==> src/rtl/shiftreg_seq_pkg.sv <==
// ============================================================================
// shiftreg_seq_pkg : state encoding shared by the shift-register sequencer
// Revision: 1.0
// ============================================================================
`default_nettype none

package shiftreg_seq_pkg;

   typedef enum logic [1:0] {
      IDLE    = 2'd0,
      LOAD    = 2'd1,
      SHIFT   = 2'd2,
      CAPTURE = 2'd3
   } state_t;

endpackage

`default_nettype wire

==> src/rtl/shiftreg_seq.sv <==
// ============================================================================
// shiftreg_seq : command sequencer driving a parallel-load shift register.
// Optional abort port pair enabled by SHIFTREG_SEQ_ABORT_EN.
// Revision: 1.0
// ============================================================================
`default_nettype none

module shiftreg_seq
   import shiftreg_seq_pkg::*;
#(
   parameter int WIDTH = 4,
   parameter int CNT_W = 3
) (
   input  logic             clk,
   input  logic             rst,
   input  logic             cmd_valid,
   output logic             cmd_ready,
   input  logic [WIDTH-1:0] cmd_data,
   input  logic [CNT_W-1:0] cmd_nshift,
   input  logic             cmd_fill,
`ifdef SHIFTREG_SEQ_ABORT_EN
   input  logic             abort,
   output logic             aborted,
`endif
   output logic             sr_load_en,
   output logic [WIDTH-1:0] sr_load,
   output logic             sr_shift_en,
   output logic             sr_shift_in,
   input  logic [WIDTH-1:0] sr_regout,
   output logic [WIDTH-1:0] result,
   output logic             done,
   output logic             busy
);

   localparam logic [CNT_W-1:0] C_MAX_SHIFT = CNT_W'(WIDTH);

   state_t           r_state;
   state_t           w_state_next;
   logic [WIDTH-1:0] r_data;
   logic             r_fill;
   logic [CNT_W-1:0] r_nshift;
   logic [CNT_W-1:0] r_cnt;
   logic [WIDTH-1:0] r_result;
   logic             r_done;
   logic [CNT_W-1:0] w_nshift_eff;
   logic             w_abort;

`ifdef SHIFTREG_SEQ_ABORT_EN
   logic r_aborted;
   assign w_abort = abort && ((r_state == LOAD) || (r_state == SHIFT));
   assign aborted = r_aborted;
`else
   assign w_abort = 1'b0;
`endif

   assign w_nshift_eff = (cmd_nshift > C_MAX_SHIFT) ? C_MAX_SHIFT : cmd_nshift;

   assign cmd_ready   = (r_state == IDLE) && !rst;
   assign busy        = (r_state != IDLE);
   assign sr_load_en  = (r_state == LOAD);
   assign sr_load     = (r_state == LOAD) ? r_data : '0;
   assign sr_shift_en = (r_state == SHIFT);
   assign sr_shift_in = (r_state == SHIFT) ? r_fill : 1'b0;
   assign result      = r_result;
   assign done        = r_done;

   always_comb begin
      w_state_next = r_state;
      case (r_state)
         IDLE:    if (cmd_valid) w_state_next = LOAD;
         LOAD:    w_state_next = (r_nshift != '0) ? SHIFT : CAPTURE;
         SHIFT:   if (r_cnt == CNT_W'(1)) w_state_next = CAPTURE;
         CAPTURE: w_state_next = IDLE;
         default: w_state_next = IDLE;
      endcase
      if (w_abort) w_state_next = IDLE;
   end

   always_ff @(posedge clk) begin
      if (rst) begin
         r_state  <= IDLE;
         r_data   <= '0;
         r_fill   <= 1'b0;
         r_nshift <= '0;
         r_cnt    <= '0;
         r_result <= '0;
         r_done   <= 1'b0;
      end else begin
         r_state <= w_state_next;
         r_done  <= 1'b0;
         case (r_state)
            IDLE: begin
               if (cmd_valid) begin
                  r_data   <= cmd_data;
                  r_fill   <= cmd_fill;
                  r_nshift <= w_nshift_eff;
               end
            end
            LOAD:  r_cnt <= r_nshift;
            SHIFT: r_cnt <= r_cnt - CNT_W'(1);
            CAPTURE: begin
               r_result <= sr_regout;
               r_done   <= 1'b1;
            end
            default: ;
         endcase
      end
   end

`ifdef SHIFTREG_SEQ_ABORT_EN
   always_ff @(posedge clk) begin
      if (rst) r_aborted <= 1'b0;
      else     r_aborted <= w_abort;
   end
`endif

endmodule

`default_nettype wire

==> config.mk <==
export PLATFORM = sky130hd
export DESIGN_NAME = shiftreg_seq
export DESIGN_NICKNAME = d
export VERILOG_FILES = /design/src/rtl/shiftreg_seq_pkg.sv /design/src/rtl/shiftreg_seq.sv
export SDC_FILE = /design/constraint.sdc
export NUM_CORES = 1
export LEC_CHECK = 0
export CAP_MARGIN = 20
export CORE_AREA = 2 2 47 49
export CTS_BUF_LIST = sky130_fd_sc_hd__clkbuf_8
export DETAILED_ROUTE_END_ITERATION = 10
export DIE_AREA = 0 0 49 51
export PLACE_DENSITY = 0.78
export SETUP_SLACK_MARGIN = 0.5
export SLEW_MARGIN = 20
export SYNTH_ARGS = -nofsm -noshare
export SYNTH_HDL_FRONTEND = slang
export SYNTH_SLANG_ARGS = --single-unit
export TNS_END_PERCENT = 30
==> constraint.sdc <==
create_clock -name clk -period 1.76 [get_ports clk]
set_input_delay 0.264 -clock clk [delete_from_list [all_inputs] [get_ports clk]]
set_output_delay 0.264 -clock clk [all_outputs]
set_load 0.02 [all_outputs]
==> results of run 1 <==
## logic make-up (layout without fill, tap and decap cells)
| family | count (synthesis) | count (layout) | share of synthesized area [%] |
|---|---|---|---|
| buffers and inverters | 12 | 47 | 7.04 |
| and+or+nand+nor | 36 | 36 | 20.0 |
| adders and majority gates | 7 | 7 | 9.86 |
| AOI/OAI and AO/OA | 17 | 17 | 14.6 |
| muxes | 7 | 7 | 7.89 |
| DFF | 18 | 18 | 40.6 |
## placed cells by master, fill, tap and decap left out, types with 2 or more instances in the layout
| cell type | instances |
|---|---|
| buf_6 | 7 |
| clkbuf_8 | 4 |
| buf_4 | 8 |
| nand2_1 | 7 |
| ha_1 | 4 |
| ha_4 | 3 |
| clkdlybuf4s50_1 | 14 |
| and2_4 | 5 |
| nor2_1 | 12 |
| dlymetal6s2s_1 | 4 |
| nand3_1 | 6 |
| a21oi_1 | 9 |
| mux2i_1 | 7 |
| dfxtp_1 | 16 |
| dfxtp_4 | 2 |
| inv_1 | 3 |
## power by group through the flow
| stage | clock network, mW | logic [mW] | registers [mW] |
|---|---|---|---|
| finish | 0.338 | 0.908 | 0.563 |
| global route | 0.358 | 0.996 | 0.570 |
| CTS | 0.341 | 0.883 | 0.559 |
| detailed placement | 0 | 0.807 | 0.550 |
| global placement | 0 | 0.778 | 0.545 |
| floorplan | 0 | 0.562 | 0.552 |
## layer usage
metal  vias to the layer above  wire (µm)  track usage, %
li1                        397          -               -
met5                         -          0               0
met4                         0          9            5.71
met1                       363        853            20.7
met2                        32       1060            33.8
met3                         2        136            4.97
## metrics by stage
step                area, µm²  setup WS, ns
finish                   1390         0.350
global route             1390         0.304
CTS                      1350         0.297
detailed placement       1220        0.0563
global placement         1220        0.0669
floorplan                 916         0.466
## final cells by class
cell class | count | area (µm²)
Inverter | 7 | 46.3
Timing Repair Buffer | 36 | 353
Tap cell | 28 | 35.0
Clock buffer | 4 | 55.1
Fill cell | 174 | 678
Sequential cell | 18 | 368
Multi-Input combinational cell | 67 | 528
## worst max-delay path: cells and delay by family, from the launching register on
family / cells / cell delay [ns]
buffers and inverters: 2 / 0.33
DFF: 1 / 0.40
adders and majority gates: 1 / 0.16
## path summary, 6_finish.rpt
kind	end	slack, ns	depth (start not counted)
max	sr_shift_en	0.35	3
min	r_data[2]	0.45	2
max reg2reg	r_nshift[1]	0.39	7
min reg2reg	r_data[2]	0.45	2
## state kept, by name, summed over array words and instances (netlist names)
register / flops
r_fill: 1
r_data: 4
r_nshift: 3
done: 1
r_cnt: 3
r_state: 2
result: 4
## repair_timing
action                                  in CTS  in global routing
hold endpoints to repair                     0                  0
buffers inserted                             3                  2
endpoints found under the setup margin      25                 28
hold buffers                                 0                  0
gates cloned                                 0                  0
gates resized for setup                     60                  8
pin swaps                                    8                  3
==> flow_results.org, run 1 <==
** Timing
- The count of final hold-check violations was 0.
- After layout, the worst path uses 80.1% of the clock period.
- For the pin with the worst max-slew slack, the measured transition is 0.374 ns.
- Max Transition Viols Final :: 0
- Worst rel slew slack :: 75.0%
- Final worst hold slack :: 0.455 ns
- Counting I/O delays and the setup requirement, the final critical path takes 1.41 ns.
- Highest achievable clock rate :: 709 MHz
- Setup total negative slack on the finished layout was measured at 0 ns.
- Clock skew after layout :: 0.00727 ns
- Setup repair after global routing could not meet its margin everywhere.
- Setup violations remaining at the end of the flow were counted as 0.

** Clock tree
- In this run the deepest clock path goes through 2 buffers.
- CTS built an H-tree with a depth of 1.
- Clock tree from TritonCTS :: built
- Root Driver :: clkbuf_8
- Clock network latency to the later pin of the worst-skew pair :: 0.25 ns
- Post-CTS clock slew at the launch and capture registers of the worst setup and hold paths :: 0.07 ns
- TritonCTS Buffers :: 3
- The clock drives 18 sinks.

** Route
- DRT antenna net count :: 0
- TritonRoute pass-1 iters :: 4
- DRT iter0 DRCs :: 14
- Total Wirelength :: 2060 µm
- After detailed routing, the average wire length per cell comes to 12.9 µm.
- Via count of the routed design :: 794
- Number of vias per cell after detailed routing :: 4.96
- For this run, design rule violations remaining after detail routing come to 0.

** GRT
- Largest net degree at the start of global routing :: 19
- The initial antenna violation count came to 0.
- The number of global-route vias before repair was 778.
- Global routing consumed, over all layers together, 18.4% of the routing resources.
- For this run the aggregate overflow at the end of global routing stands at 0.
- Wire length of the first global-routing pass :: 3550 µm

** Run
- Number of max-cap violations :: 0

** Power
- Maximum ir drop on the vdd rail :: 1.05 mV
- Of the total power, the share spent switching nets is 36.5%.
- After layout, the design draws a total of 1.81 mW.
- Combinational logic is responsible for 50.2% of the overall power.
- Proportion of power drawn by flip-flops and latches :: 31.1%
- Cell internal pwr :: 1.15 mW
- Clock network fraction of design power :: 18.7%
- Areal power density over the cells :: 1310 nW/µm²
- For this design the static power due to leakage is 0.618 nW.
- For this design the total switching power over the nets is 659 µW.

** Synthesis
- Sequential area share after synthesis :: 40.6%
- Yosys mapped a number of flops with a built-in enable equal to 0.
- Commonest cells in the synthesized netlist :: dfxtp_1 (18), nor2_1 (13), a21oi_1 (9)
- Distinct cell type count after synthesis :: 28
- After technology mapping, the gate count stands at 97.
- After synthesis the cells add up to 888 µm².
- Biggest area contributors in the synthesized netlist :: dfxtp_1 (41%), ha_1 (9.9%), mux2i_1 (7.9%)
- Yosys warning total :: 0
- After synthesis, the largest area contributor takes up 40.6% of total cell area.
- In the post-synthesis netlist, the cell with the most instances is dfxtp_1.
- Syn Nets :: 119
- After synthesis, the share of flip-flops with an asynchronous set or reset is 0%.
- Library cell with the largest summed area after synthesis :: dfxtp_1
- Synth Flop Type :: dfxtp_1
- #FFs+latches synth :: 18
- Mapped Avg Cell Area :: 9.16 µm²

** Place
- Port buffer count :: 28
- Routability-driven placement finished with a final weighted congestion of 0.750.
- Once placement completed, the tool counted placed cells totaling 151.
- Summed over all nets, the half-perimeter wirelength after detailed placement is 1490 µm.

** Setup path
- At the worst endpoint, the arrival time is 1.15 ns.
- STA classifies the critical path endpoint as an output port.
- Cell chain of the critical path :: inv_6, ha_4, clkdlybuf4s15_1
- In this run the worst setup path begins at r_state[0].
- In this run the worst path has a maximum fanout of 4.
- Cell with the largest stage delay on the worst path :: dfxtp_4
- By startpoint and endpoint, the worst setup path is classified as register to output port.
- For this run, the slowest stage of the critical path takes 0.40 ns.
- Data on the critical path is required at its endpoint by 1.50 ns.
- In this run the critical register-to-register path is launched from r_state[0].
- STA classifies the critical path startpoint as a register.

** Floorplanning
- Cell row count :: 17
- 29 I/O pins were placed.
- Initial standard-cell utilization of the core :: 43.1%
- From left edge to right edge, the die measures 49 µm.
- DIE AREA :: 2500 µm²
- Height of the die :: 51 µm
- The core region is 2060 µm².

** Final layout
- Relative to the synthesized area, the layout overhead comes to 55.9%.
- Final Core Density :: 67.1%
- Count of placed standard cells in the final layout, fillers left out :: 160
- Fraction of layout cells with a size suffix above 1 :: 31.1%
- Antenna diode instance count :: 0
- For this run, the post-layout net count is 155.

** Min path
- Hold Crit Class :: register to register
- Worst hold start :: r_data[2]

** Outcome
- Status :: finished, final reports clean
(Power assumes the default switching activity.)
==> inputs of run 2 (changes only) <==
--- a/config.mk
+++ b/config.mk
@@ -6,11 +6,11 @@
 export NUM_CORES = 1
 export LEC_CHECK = 0
 export CAP_MARGIN = 20
-export CORE_AREA = 2 2 47 49
+export CORE_AREA = 2 2 49 51
 export CTS_BUF_LIST = sky130_fd_sc_hd__clkbuf_8
 export DETAILED_ROUTE_END_ITERATION = 10
-export DIE_AREA = 0 0 49 51
-export PLACE_DENSITY = 0.78
+export DIE_AREA = 0 0 51 53
+export PLACE_DENSITY = 0.76
 export SETUP_SLACK_MARGIN = 0.5
 export SLEW_MARGIN = 20
 export SYNTH_ARGS = -nofsm -noshare
==> constraint.sdc (replaced) <==
create_clock -name clk -period 1.23 [get_ports clk]
set_input_delay 0.1845 -clock clk [delete_from_list [all_inputs] [get_ports clk]]
set_output_delay 0.1845 -clock clk [all_outputs]
set_load 0.02 [all_outputs]
==> flow_results.org, run 2 (same netlist as run 1, synthesis figures left out) <==
** Outcome
- Status :: finished, violations left (was finished, final reports clean)
- Failing checks :: negative setup slack

** GRT
- Via count of the first global-routing pass :: 755 (was 778)
- The first-pass GRT wire length is 3180 µm (was 3550 µm).
- The initial antenna violation count was 0 (unchanged).
- The total global routing overflow came to 0 (unchanged).
- The total global routing track utilization was 16.5% (was 18.4%).
- The largest net degree at the start of global routing came to 19 (unchanged).

** Timing
- The number of max-slew violations in the final report is 0 (unchanged).
- The worst slew margin relative to its limit came to 80.8% (was 75.0%).
- After layout, the minimum clock period comes to 1.36 ns.
- Transition time of the tightest slew-check pin :: 0.286 ns (was 0.374 ns)
- The worst setup margin was -0.126 ns (was 0.350 ns).
- The worst clock skew came to 0.00361 ns (was 0.00727 ns).
- Number of endpoints failing setup at the final stage :: 18 (was 0)
- After layout, the worst path uses 110% of the clock period.
- For this run, the top clock speed supported by timing is 737 MHz.
- RSZ-0062 raised after global routing :: yes (unchanged)
- The count of final hold-check violations is 0 (unchanged).

** Setup path
- R2R setup slack :: -0.13 ns (was 0.39 ns)
- The dominant delay contributor by cell family on the critical path is compound AO/OA/AOI/OAI gates (was flip-flops).
- Endpoint of the worst register-to-register path :: r_state[0] (was r_nshift[1])
- Worst R2R Start :: r_state[1] (was r_state[0])
- The standard cell with the maximum stage delay on the critical path is dfxtp_4 (unchanged).
- The worst setup path startpoint is r_state[1] (was r_state[0]).
- Crit path required time :: 1.40 ns (was 1.50 ns)
- The startpoint class of the critical path is a register (unchanged).
- The maximum single-stage delay on the critical path was 0.36 ns (was 0.40 ns).
- Cells on worst reg2reg path :: 6 (was 7)
- Class of the most critical setup path :: register to register (was register to output port)
- Worst Path Buf+Inv :: 2 (unchanged)
- The top fanout value on the critical path was 6 (was 4).
- The depth of the critical timing path with buffers and inverters included is 6 (was 3).
- Cell chain of the critical path :: buf_6, ha_4, buf_6, a2bb2oi_4, o21ai_2, a221oi_2 (was inv_6, ha_4, clkdlybuf4s15_1)
- Endpoint of the most critical setup path :: r_state[0] (was sr_shift_en)
- The most numerous cell type found on the critical path is buf_6.
- Worst Setup End Kind :: register (was output port)
- The critical path data arrival time came to 1.52 ns (was 1.15 ns).

** Final layout
- Count of fill cells added during filler insertion :: 180 (was 174)
- The post-route non-filler standard cell count was 167 (was 160).
- Area of all placed cells without fillers :: 1410 µm² (was 1390 µm²)
- Highest-count cells in the layout ignoring fill and taps :: buf_4 (15), dfxtp_1 (15), clkdlybuf4s50_1 (14), nor2_1 (12), buf_6 (12) (was dfxtp_1 (16), clkdlybuf4s50_1 (14), nor2_1 (12), a21oi_1 (9), buf_4 (8))
- Antenna diode instance count :: 0 (unchanged)
- Fraction of layout cells with a size suffix above 1 :: 37.4% (was 31.1%)
- The growth of design area from synthesis to finish is 58.9% (was 55.9%).
- The final net count is 162 (was 155).

** Place
- Detailed Place HPWL :: 1510 µm (was 1490 µm)
- Weighted congestion at the end of routability-driven global placement :: 0.740 (was 0.750)
- DP Area :: 1310 µm² (was 1220 µm²)
- Post-Place Cells :: 161 (was 151)
- The number of port buffers is 28 (unchanged).

** Route
- The total vias in the final route was 811 (was 794).
- The average wire per standard cell was 12.1 µm (was 12.9 µm).
- The routed wire length is 2020 µm (was 2060 µm).
- The violation count after the first detailed-route iteration is 14 (unchanged).
- DRT antenna net count :: 0 (unchanged)
- The number of vias per cell after detailed routing was 4.86 (was 4.96).
- TritonRoute pass-1 iters :: 4 (unchanged)
- Residual DRC :: 0 (unchanged)

** Floorplanning
- The initial core utilization was 41.4% (was 43.1%).
- The site row count is 17 (unchanged).
- The core region area is 2150 µm² (was 2060 µm²).
- DIE AREA :: 2700 µm² (was 2500 µm²)
- The die extent in y was 53 µm (was 51 µm).
- Number of top-level pins :: 29 (unchanged)
- The overall die width came to 51 µm (was 49 µm).

** Power
- The worst-case vdd ir drop is 1.11 mV (was 1.05 mV).
- The sequential share of power came to 29.7% (was 31.1%).
- The net switching power was 933 µW (was 659 µW).
- Part of the total power dissipated in combinational logic :: 51.8% (was 50.2%)
- The design internal power was 1.71 mW (was 1.15 mW).
- Switching power as a share of total power :: 35.3% (was 36.5%)
- The power density relative to cell area is 1870 nW/µm² (was 1310 nW/µm²).
- The clock share of power came to 18.4% (was 18.7%).
- Lkg Pwr :: 0.579 nW (was 0.618 nW)

** Clock tree
- CTS Sinks :: 18 (unchanged)
- The hold buffer count at CTS is 0 (unchanged).
- The clock transition at the registers of the reported paths is 0.07 ns (about the same).
- Maximum clock path buffer count :: 2 (unchanged)
- The clock network latency to the later pin of the worst-skew pair was 0.26 ns (was 0.25 ns).
- The number of buffers added by the clock tree synthesis step is 3 (unchanged).
- The root buffer cell is clkbuf_8 (unchanged).
- The number of levels in the clock H-tree came to 1 (unchanged).
- Clock tree from TritonCTS :: built (unchanged)

** Min path
- Hold Crit Class :: register to register (unchanged)

** Run
- The max-cap check violation count came to 0 (unchanged).
## run 2: cell count changes in the layout (fill, tap and decap cells not counted), sizes merged
cell           change
buf               +13
clkdlybuf4s15      -1
dlygate4sd2        -1
dlymetal6s2s       -4
## run 2: what timing repair did
item,4_1_cts,5_1_grt
hold endpoints to repair,0,0
resized for setup,78,10
endpoints found under the setup margin,32,32
pin swaps,6,6
buffers inserted,2,0
## run 2: layout make-up
| type | instances | area [µm²] | area share (%) |
|---|---|---|---|
| multi-input combinational | 67 | 510 | 36.2 |
| timing repair buffer | 43 | 398 | 28.2 |
| inverter | 7 | 43.8 | 3.10 |
| clock buffer | 4 | 55.1 | 3.90 |
| sequential | 18 | 369 | 26.2 |
| tap | 28 | 35.0 | 2.48 |
## run 2: how the worst min path moves through the flow
stage                            start          end  depth (start not counted)
final                        r_data[2]    r_data[2]                          2
after detailed placement        r_fill       r_fill                          2
after global placement       r_data[3]    r_data[3]                          2
after floorplan           sr_regout[0]    result[0]                          2
after CTS                  r_nshift[2]  r_nshift[2]                          2
after global routing       r_nshift[2]  r_nshift[2]                          2
## run 2: power by group through the flow
stage          combinational, mW  sequential, mW  clock, mW
2_1_floorplan              0.819           0.802          0
3_3_place_gp                1.27           0.782          0
3_5_place_dp                1.30           0.785          0
4_1_cts                     1.32           0.778      0.504
5_1_grt                     1.49           0.800      0.518
6_report                    1.37           0.785      0.487
## run 2: per-stage QoR
stage / power [mW] / setup WS (ns) / setup TNS (ns) / utilization [%] / hold slack [ns]
floorplan: 1.62 / -0.0579 / -0.101 / - / 0.332
global placement: 2.05 / -0.301 / -3.57 / 61.1 / 0.439
detailed placement: 2.08 / -0.311 / -3.76 / 61.1 / 0.449
CTS: 2.60 / -0.133 / -1.64 / 64.5 / 0.459
global route: 2.81 / -0.168 / -2.39 / 65.7 / 0.480
finish: 2.64 / -0.126 / -1.09 / 65.7 / 0.458
## run 2: worst min-delay path: cells and delay by family (launching register included)
kind	cells	cell delay [ns]
flip-flops	1	0.31
AND/OR/NAND/NOR	1	0.05
AO/OA/AOI/OAI	1	0.05
## run 2: routing by layer
metal | wire length [µm] | vias up | track usage, %
met5 | 0 | - | 0
li1 | - | 412 | -
met2 | 1010 | 29 | 29.7
met3 | 148 | 4 | 3.11
met4 | 49 | 0 | 10.8
met1 | 811 | 366 | 17.5
==> inputs of run 3 (changes only) <==
--- a/config.mk
+++ b/config.mk
@@ -6,11 +6,11 @@
 export NUM_CORES = 1
 export LEC_CHECK = 0
 export CAP_MARGIN = 20
-export CORE_AREA = 2 2 49 51
+export CORE_AREA = 2 2 46 48
 export CTS_BUF_LIST = sky130_fd_sc_hd__clkbuf_8
 export DETAILED_ROUTE_END_ITERATION = 10
-export DIE_AREA = 0 0 51 53
-export PLACE_DENSITY = 0.76
+export DIE_AREA = 0 0 48 50
+export PLACE_DENSITY = 0.81
 export SETUP_SLACK_MARGIN = 0.5
 export SLEW_MARGIN = 20
 export SYNTH_ARGS = -nofsm -noshare
==> constraint.sdc (replaced) <==
create_clock -name clk -period 1.6 [get_ports clk]
set_input_delay 0.24 -clock clk [delete_from_list [all_inputs] [get_ports clk]]
set_output_delay 0.24 -clock clk [all_outputs]
set_load 0.02 [all_outputs]
==> flow_results.org, run 3 (same netlist as run 1, synthesis figures left out) <==
** Floorplanning
- The initial core utilization was 46.7% (was 41.4%).
- DIE AREA :: 2400 µm² (was 2700 µm²)
- The overall die width came to 48 µm (was 51 µm).
- The die extent in y came to 50 µm (was 53 µm).
- Cell row count :: 16 (was 17)
- The core region area came to 1900 µm² (was 2150 µm²).
- The count of boundary I/O pins is 29 (unchanged).

** Final layout
- The growth of design area from synthesis to finish was 55.2% (was 58.9%).
- Highest-count cells in the layout ignoring fill and taps: dfxtp_1 (16), clkdlybuf4s50_1 (14), nor2_1 (12), buf_4 (11), a21oi_1 (9) (was buf_4 (15), dfxtp_1 (15), clkdlybuf4s50_1 (14), nor2_1 (12), buf_6 (12)).
- Most common library cell in the layout ignoring fill and taps :: dfxtp_1
- Antenna diode instance count :: 0 (unchanged)
- The number of filler cells placed in the layout came to 133 (was 180).
- Fraction of layout cells with a size suffix above 1 :: 33.1% (was 37.4%)
- Final net count :: 157 (was 162)

** GRT
- Overflow after GRT :: 0 (unchanged)
- The total global routing track utilization is 19.4% (was 16.5%).
- The initial antenna violation count was 0 (unchanged).
- The largest net degree at the start of global routing is 19 (unchanged).
- The first-pass GRT wire length is 3260 µm (was 3180 µm).
- The number of global-route vias before repair is 760 (was 755).

** Outcome
- Status: finished, final reports clean (was finished, violations left).

** Timing
- RSZ-0062 raised after global routing: yes (unchanged).
- The worst clock skew came to 0.00265 ns (was 0.00361 ns).
- The worst setup margin came to 0.233 ns (was -0.126 ns).
- Final worst hold slack :: 0.462 ns (was 0.458 ns)
- Dividing the final minimum period by the clock period gives 85.5%.
- Aggregate negative setup slack :: 0 ns (was -1.09 ns)
- Number of endpoints failing setup at the final stage :: 0 (was 18)
- The pin slew with the least headroom to its limit was 0.311 ns (was 0.286 ns).
- The worst slew margin relative to its limit was 79.2% (was 80.8%).
- The number of max-slew violations in the final report is 0 (unchanged).
- The count of final hold-check violations came to 0 (unchanged).
- Highest achievable clock rate :: 731 MHz
- The worst path in the final design needs a cycle of 1.37 ns, including I/O delays and setup.

** Power
- Areal power density over the cells :: 1420 nW/µm² (was 1870 nW/µm²)
- Maximum ir drop on the vdd rail :: 0.926 mV (was 1.11 mV)
- The leakage dissipation was 0.571 nW (was 0.579 nW).

** Place
- The detailed-placement wirelength estimate came to 1460 µm (was 1510 µm).
- Port buffer count :: 28 (unchanged)
- The routability congestion estimate was 0.726 (was 0.740).
- Post-placement setup slack :: -0.0683 ns (was -0.311 ns)

** Route
- The post-detailed-route DRC marker count is 0 (unchanged).
- Routed wire length per instance :: 12.4 µm (was 12.1 µm)
- The count of nets left with antenna violations after detail routing was 0 (unchanged).
- Number of vias per cell after detailed routing :: 4.96 (was 4.86)
- The iteration count of the initial detailed-routing pass is 4 (unchanged).
- The routed wire length is 1980 µm (was 2020 µm).
- Via count of the routed design :: 793 (was 811)
- The violation count after the first detailed-route iteration was 14 (unchanged).

** Setup path
- Crit path launch type :: register (unchanged)
- The standard cell with the maximum stage delay on the critical path was dfxtp_4 (unchanged).
- Crit path required time :: 1.36 ns (was 1.40 ns)
- Cell chain of the critical path: inv_4, ha_4, and2_4, buf_6 (was buf_6, ha_4, buf_6, a2bb2oi_4, o21ai_2, a221oi_2).
- Maximum fanout count along the critical path :: 6 (unchanged)
- The type of destination of the critical path was an output port (was register).
- Class of the most critical setup path :: register to output port (was register to register)
- The critical path data arrival time is 1.13 ns (was 1.52 ns).
- The maximum single-stage delay on the critical path was 0.38 ns (was 0.36 ns).

** Clock tree
- Hold bufs inserted after CTS :: 0 (unchanged)
- Root Driver :: clkbuf_8 (unchanged)
- The TritonCTS clock tree is built (unchanged).
- CTS Sinks :: 18 (unchanged)
- The clock transition at the registers of the reported paths came to 0.07 ns (about the same).
- Clock network latency to the later pin of the worst-skew pair :: 0.26 ns (about the same)
- The number of buffers added by the clock tree synthesis step is 3 (unchanged).
- The deepest clock path buffer count was 2 (unchanged).
- The number of levels in the clock H-tree was 1 (unchanged).

** Run
- The max-cap check violation count is 0 (unchanged).

** Min path
- The kind of path behind the tightest hold check is register to register (unchanged).
==> run 3: changes by cell type in the layout (fill, tap and decap cells not counted), sizes merged <==
cell / change
clkbuf: -1
dlygate4sd2: +5
buf: -10
==> run 3: path summary, 6_finish.rpt <==
| check | from | to | slack [ns] | cells past startpoint |
|---|---|---|---|---|
| max | r_state[1] | sr_load[2] | 0.23 | 4 |
| min | r_nshift[2] | r_nshift[2] | 0.46 | 2 |
| max reg2reg | r_state[1] | r_state[0] | 0.26 | 7 |
| min reg2reg | r_nshift[2] | r_nshift[2] | 0.46 | 2 |
==> run 3: power breakdown <==
| part | total [mW] | switching (mW) | internal, mW | leakage [nW] |
|---|---|---|---|---|
| clock network | 0.316 | 0.148 | 0.168 | 0.0216 |
| registers | 0.614 | 0.0712 | 0.543 | 0.148 |
| logic | 1.02 | 0.510 | 0.515 | 0.402 |
==> run 3: metal layers <==
metal | vias to the layer above | share of wire [%] | global-route usage (%)
met5 | - | 0 | 0
met4 | 0 | 1.9 | 8.56
met3 | 3 | 5.4 | 3.30
met2 | 29 | 51 | 31.8
met1 | 367 | 42 | 23.6
li1 | 394 | - | -
==> run 3: timing repair <==
action                     CTS  global route
resized for setup           69             4
setup endpoints to repair   31            31
pin swaps                    7             3
buffers inserted             2             0
==> run 3: worst max-delay path, delay by kind of cell (launching register included) <==
family	cells	cell delay, ns
buffers and inverters	2	0.17
DFF	1	0.38
adders and majority gates	1	0.17
and+or+nand+nor	1	0.14
==> run 3: per-stage QoR <==
stage               area, µm²  power [mW]  utilization, %  cells
floorplan                 916        1.23               -     97
finish                   1380        1.95            72.5    160
global route             1380        2.08            72.5    160
detailed placement       1260        1.53            66.2    155
global placement         1260        1.50            66.2    155
CTS                      1360        1.94            71.5    160
==> run 3: layout make-up <==
cell class                      instances  area, µm²  share of cell area (%)
Clock buffer                            3       41.3                    2.99
Inverter                                7       46.3                    3.36
Sequential cell                        18        368                    26.7
Timing Repair Buffer                   38        350                    25.4
Multi-Input combinational cell         67        539                    39.1
Tap cell                               27       33.8                    2.45
